File: src/rtl/jtframe_rom_nslot.sv
// N-slot ROM arbiter: per-slot one-word caches in front of a shared SDRAM read port.
// Latency: cache hits are combinational (0 cycles); a miss costs grant, SDRAM ack/data time, then 1 cycle.
// Backpressure: sdram_req holds until sdram_ack; slots keep slot_ok low until their word is cached.
module jtframe_rom_nslot #(
    parameter int                  SLOTS   = 4,
    parameter int                  AW      = 22,
    parameter logic [SLOTS*22-1:0] OFFSETS = {SLOTS{22'd0}},
    parameter logic [SLOTS-1:0]    DW16    = {SLOTS{1'b0}},
    parameter bit                  RR      = 1'b0
)(
    input  logic                clk,
    input  logic                rst_n,
    input  logic                downloading,
    input  logic [SLOTS-1:0]    slot_cs,
    input  logic [SLOTS*AW-1:0] slot_addr,
    output logic [SLOTS-1:0]    slot_ok,
    output logic [SLOTS*16-1:0] slot_dout,
    output logic                sdram_req,
    output logic [21:0]         sdram_addr,
    input  logic                sdram_ack,
    input  logic                data_rdy,
    input  logic [31:0]         data_read,
    output logic                refresh_en
);
    // Tags are stored at the 16-bit width; 8-bit slots zero-extend their shorter tag.
    localparam int TW = AW - 1;
    localparam int IW = (SLOTS > 1) ? $clog2(SLOTS) : 1;
    localparam int SW = IW + 1;

    typedef enum logic [1:0] {IDLE, REQ, WAIT} state_t;
    state_t state;

    logic [31:0]      cache_dat [SLOTS];
    logic [TW-1:0]    cache_tag [SLOTS];
    logic [SLOTS-1:0] cache_vld;

    logic [AW-1:0]    addr_i    [SLOTS];
    logic [TW-1:0]    cur_tag   [SLOTS];
    logic [21:0]      cur_sdram [SLOTS];
    logic [SLOTS-1:0] hit;
    logic [SLOTS-1:0] miss;

    logic [IW-1:0]    rr_ptr;
    logic [IW-1:0]    win_idx;
    logic             win_found;
    logic [SW-1:0]    scan_idx;
    logic [IW-1:0]    lat_idx;
    logic [TW-1:0]    lat_tag;

    // Per-slot tag, SDRAM word address and hit/miss decode.
    always_comb begin
        for (int i = 0; i < SLOTS; i++) begin
            addr_i[i] = slot_addr[i*AW +: AW];
            if (DW16[i]) begin
                cur_tag[i] = addr_i[i][AW-1:1];
            end else begin
                cur_tag[i] = {1'b0, addr_i[i][AW-1:2]};
            end
            // 32-bit fetches always start on an even 16-bit word; the sum wraps at 22 bits.
            cur_sdram[i] = OFFSETS[i*22 +: 22] + 22'({cur_tag[i], 1'b0});
            hit[i]  = slot_cs[i] & cache_vld[i] & (cache_tag[i] == cur_tag[i]) & ~downloading;
            miss[i] = slot_cs[i] & ~hit[i] & ~downloading;
        end
    end

    assign slot_ok    = hit;
    assign refresh_en = (state == IDLE) & ~|miss;

    // Half/byte selection out of each slot's cached 32-bit word.
    always_comb begin
        for (int i = 0; i < SLOTS; i++) begin
            slot_dout[i*16 +: 16] = 16'h0000;
            if (DW16[i]) begin
                slot_dout[i*16 +: 16] = addr_i[i][0] ? cache_dat[i][31:16] : cache_dat[i][15:0];
            end else begin
                case (addr_i[i][1:0])
                    2'd0:    slot_dout[i*16 +: 16] = {8'h00, cache_dat[i][7:0]};
                    2'd1:    slot_dout[i*16 +: 16] = {8'h00, cache_dat[i][15:8]};
                    2'd2:    slot_dout[i*16 +: 16] = {8'h00, cache_dat[i][23:16]};
                    default: slot_dout[i*16 +: 16] = {8'h00, cache_dat[i][31:24]};
                endcase
            end
        end
    end

    // Winner search: from slot 0 (fixed priority) or from the round-robin pointer.
    always_comb begin
        win_found = 1'b0;
        win_idx   = '0;
        scan_idx  = '0;
        for (int k = 0; k < SLOTS; k++) begin
            scan_idx = (RR ? {1'b0, rr_ptr} : SW'(0)) + SW'(k);
            if (scan_idx >= SW'(SLOTS)) begin
                scan_idx = scan_idx - SW'(SLOTS);
            end
            if (!win_found && miss[scan_idx[IW-1:0]]) begin
                win_found = 1'b1;
                win_idx   = scan_idx[IW-1:0];
            end
        end
    end

    // Request FSM plus cache fill; the fill uses the tag latched at grant time.
    always_ff @(posedge clk or negedge rst_n) begin
        if (!rst_n) begin
            state      <= IDLE;
            sdram_req  <= 1'b0;
            sdram_addr <= 22'd0;
            rr_ptr     <= '0;
            lat_idx    <= '0;
            lat_tag    <= '0;
            cache_vld  <= '0;
            for (int i = 0; i < SLOTS; i++) begin
                cache_dat[i] <= 32'd0;
                cache_tag[i] <= '0;
            end
        end else begin
            if (downloading) begin
                cache_vld <= '0;
            end
            case (state)
                IDLE: begin
                    if (win_found) begin
                        lat_idx    <= win_idx;
                        lat_tag    <= cur_tag[win_idx];
                        sdram_addr <= cur_sdram[win_idx];
                        sdram_req  <= 1'b1;
                        rr_ptr     <= (win_idx == IW'(SLOTS - 1)) ? '0 : win_idx + 1'b1;
                        state      <= REQ;
                    end
                end
                REQ: begin
                    if (sdram_ack) begin
                        sdram_req <= 1'b0;
                        state     <= WAIT;
                    end
                end
                WAIT: begin
                    if (data_rdy) begin
                        cache_dat[lat_idx] <= data_read;
                        cache_tag[lat_idx] <= lat_tag;
                        // A word fetched across a download is stale: keep it invalid.
                        cache_vld[lat_idx] <= ~downloading;
                        state              <= IDLE;
                    end
                end
                default: state <= IDLE;
            endcase
        end
    end
endmodule
File: config.mk
export PLATFORM = sky130hd
export DESIGN_NAME = jtframe_rom_nslot
export DESIGN_NICKNAME = d
export VERILOG_FILES = /design/src/rtl/jtframe_rom_nslot.sv
export SDC_FILE = /design/constraint.sdc
export NUM_CORES = 1
export LEC_CHECK = 0
export CAP_MARGIN = 0
export CORE_MARGIN = 2
export CORE_UTILIZATION = 45
export DETAILED_ROUTE_END_ITERATION = 8
export PLACE_DENSITY = 0.77
export SYNTH_ARGS = -nofsm -noshare
export SYNTH_HDL_FRONTEND = slang
export SYNTH_SLANG_ARGS = --single-unit
File: constraint.sdc
create_clock -name clk -period 2.3 [get_ports clk]
set_input_delay 0.23 -clock clk [delete_from_list [all_inputs] [get_ports clk]]
set_output_delay 0.23 -clock clk [all_outputs]
set_load 0.01 [all_outputs]
==> results.cfg <==
[outcome]
outcome = finished, violations left
violations = negative setup slack

[detailed_routing]
first_pass_iters = 6
vias = 8675
ant_nets = 0
totalWireLength_um = 33500
avgRoutedWirePerCell_um = 21.7
route.detailed.drc = 0
first_iter_violations = 728
vias_per_cell = 5.61

[timing]
timing.fmax_ghz = 0.326
post-route-min-period_ns = 3.06
hold_viol = 0
fin_crit_sh_pct = 133
slew_viol_final = 0
finClkSkew_ns = 0.00995
setup_viol = 27
holdWs_ns = 0.234
rsz0062_at_grt = yes
timing.final.ws_setup_ns = -0.763
tns_ns = -15.42

[clock_tree]
clkLatencyLatePin_ns = 0.52
clk_pin_slew_ns = 0.06
cts_buffers = 26
cts_sinks = 237
h-tree-depth = 1
cts_tree = built
clockRootBuffer = clkbuf_16
clockBufferDepth = 3

[floorplanning]
die_w_um = 165
core_mm2 = 0.0258
start_util_pct = 45.3
dieHeight_um = 165
num_rows = 59
dieArea_mm2 = 0.0273
ioPinCount = 221

[min_path]
hold_path.class = primary input to asynchronous set/reset pin

[synthesis]
yosys_warnings = 0
yosysSeqAreaShare_pct = 50.7
synth_top_area_share_pct = 50.7
syn_inst = 937
syn_area_mm2 = 0.0117
synthXorXnorAreaFrac_pct = 5.98
yosys.cell_count.top_type = dfrtp_1
ys_ff_latch = 237
synth_edf_count = 0
ys.flop_type = dfrtp_1
synth_top_family_by_area = multiplexers
avgSynthCellArea_um2 = 12.5
synthMuxAreaShare_pct = 25.7
synth_area_leaders = dfrtp_1 (51%), mux2_2 (16%), mux4_2 (6.2%), mux2i_1 (3.4%), xnor2_1 (3.4%)
yosysTopAreaCell = dfrtp_1
synth-simple-area-share_pct = 5.20
synth-compound-area-share_pct = 6.73
synth-async-reset-ratio_pct = 100
synth_cell_types = 42
synth_common_cells = dfrtp_1 (237), mux2_2 (168), o21ai_0 (65)
yosys.area_share.adder_pct = 0

[global_routing]
grt_overflow = 0
grt_pass1_vias = 8904
antenna_found_initial = 0
grt_max_degree = 74
grt_usage_pct = 24.5
grt_pass1_wl_um = 50700

[placement]
io_buffers = 186
place_area_mm2 = 0.0144
hpwl_um = 23400
gp_congestion = 0.936
post-place-ws_ns = -1.01
dp.cells = 1480

[final_layout]
layout-drive-gt1-share_pct = 32.1
fillers = 2003
final_cells = 1546
fin_nets = 1320
insertedDiodeCount = 0
synthToLayoutAreaGrowth_pct = 34.3
final_cell_area_mm2 = 0.0157

[power_and_ir_drop]
peakVddDrop_v = 0.000660
power_density_mw_per_mm2 = 1170
p_leak_nw = 7.15

[worst_setup_path]
critPathArrivalTime_ns = 2.83
crit_path_end_kind = output port
crit_type = flip-flop to output port
start_kind = flip-flop
crit_fanout = 2
cp_data_required_time_ns = 2.07

[job]
drv_cap = 0
-- placed cells by master, fill, tap and decap left out, types with 12 or more instances in the layout --
cell type and instances:
clkdlybuf4s50_1 180, o21ai_0 62, clkbuf_16 27, mux2i_1 40, xnor2_1 36, o211ai_1 20, nand4_1 14, conb_1 34
mux4_2 32, dfrtp_1 237, nor2_1 28, buf_12 12, nand2_1 46, a222oi_1 20, buf_4 75, mux2_2 168
xor2_1 33, inv_1 42
-- layout make-up --
type	count	area (um^2)	share of cell area, %
Multi-Input combinational cell	598	5450	34.7
Clock buffer	31	721	4.58
Sequential cell	237	5930	37.7
Tap cell	335	419	2.67
Timing Repair Buffer	286	2820	17.9
Inverter	42	158	1.00
Clock inverter	17	223	1.42
-- cell families (layout without fill, tap and decap cells) --
kind of cell / after synthesis / after routing
muxes: 240 / 240
and+or+nand+nor: 127 / 127
other: 1 / 34
AOI/OAI and AO/OA: 117 / 117
buffers and inverters: 135 / 376
DFF: 237 / 237
xor gates and xnor gates: 80 / 80
-- metal layers --
metal | vias up | track usage (%) | share of wire, %
li1 | 3791 | - | -
met3 | 91 | 4.22 | 8.9
met4 | 0 | 11.2 | 4.8
met1 | 4335 | 31.7 | 39
met5 | - | 0 | 0
met2 | 458 | 40.5 | 47
-- path summary, 6_finish.rpt --
kind                       depth (start not counted)                         to                      start  slack (ns)
setup / recovery                                   8                 refresh_en  cache_tag[60]$_DFFE_PN0P_       -0.76
hold / removal                                     2  cache_tag[47]$_DFFE_PN0P_                      rst_n        0.23
setup reg to reg                                  10    lat_tag[14]$_DFFE_PN0P_  cache_tag[60]$_DFFE_PN0P_       -0.69
hold reg to reg                                    2      sdram_req$_DFFE_PN0P_      sdram_req$_DFFE_PN0P_        0.49
max in group asynchronous                          3  cache_tag[34]$_DFFE_PN0P_                      rst_n        1.27
min in group clk                                   2       state[0]$_DFFE_PN0P_                  sdram_ack        0.30
-- sequential cells by signal (all words and copies together) (netlist names) --
signal,cells
sdram_req,1
cache_vld,4
cache_dat,128
state,2
lat_idx,2
cache_tag,80
lat_tag,20
-- per-stage QoR --
step	util (%)	power, mW
after floorplan	-	10.7
after global placement	55.7	13.4
after detailed placement	55.7	13.6
after CTS	60.4	18.4
after global routing	60.9	19.4
final	60.9	18.4
-- critical path, cell delays in order, from the launching register on --
cell and delay [ns]:
dfrtp_1 0.42, xnor2_2 0.24, or4b_4 0.49, or4_4 0.47, o21ai_4 0.22, nand2_2 0.09
nor3_2 0.12, buf_4 0.15, buf_6 0.10
-- repair_timing --
action                     CTS  global route
pin swaps                   19            20
hold endpoints to repair    52             0
gates cloned                 2             1
setup buffers               11             4
setup endpoints to repair   28            29
resized for setup           54            17
hold buffers                 1             0
-- power breakdown --
part	total (mW)	switching (mW)	internal [mW]
clock network	4.53	1.73	2.80
logic	6.48	2.72	3.76
registers	7.40	1.30	6.11
Note: power is estimated with default switching activity, not from simulation.
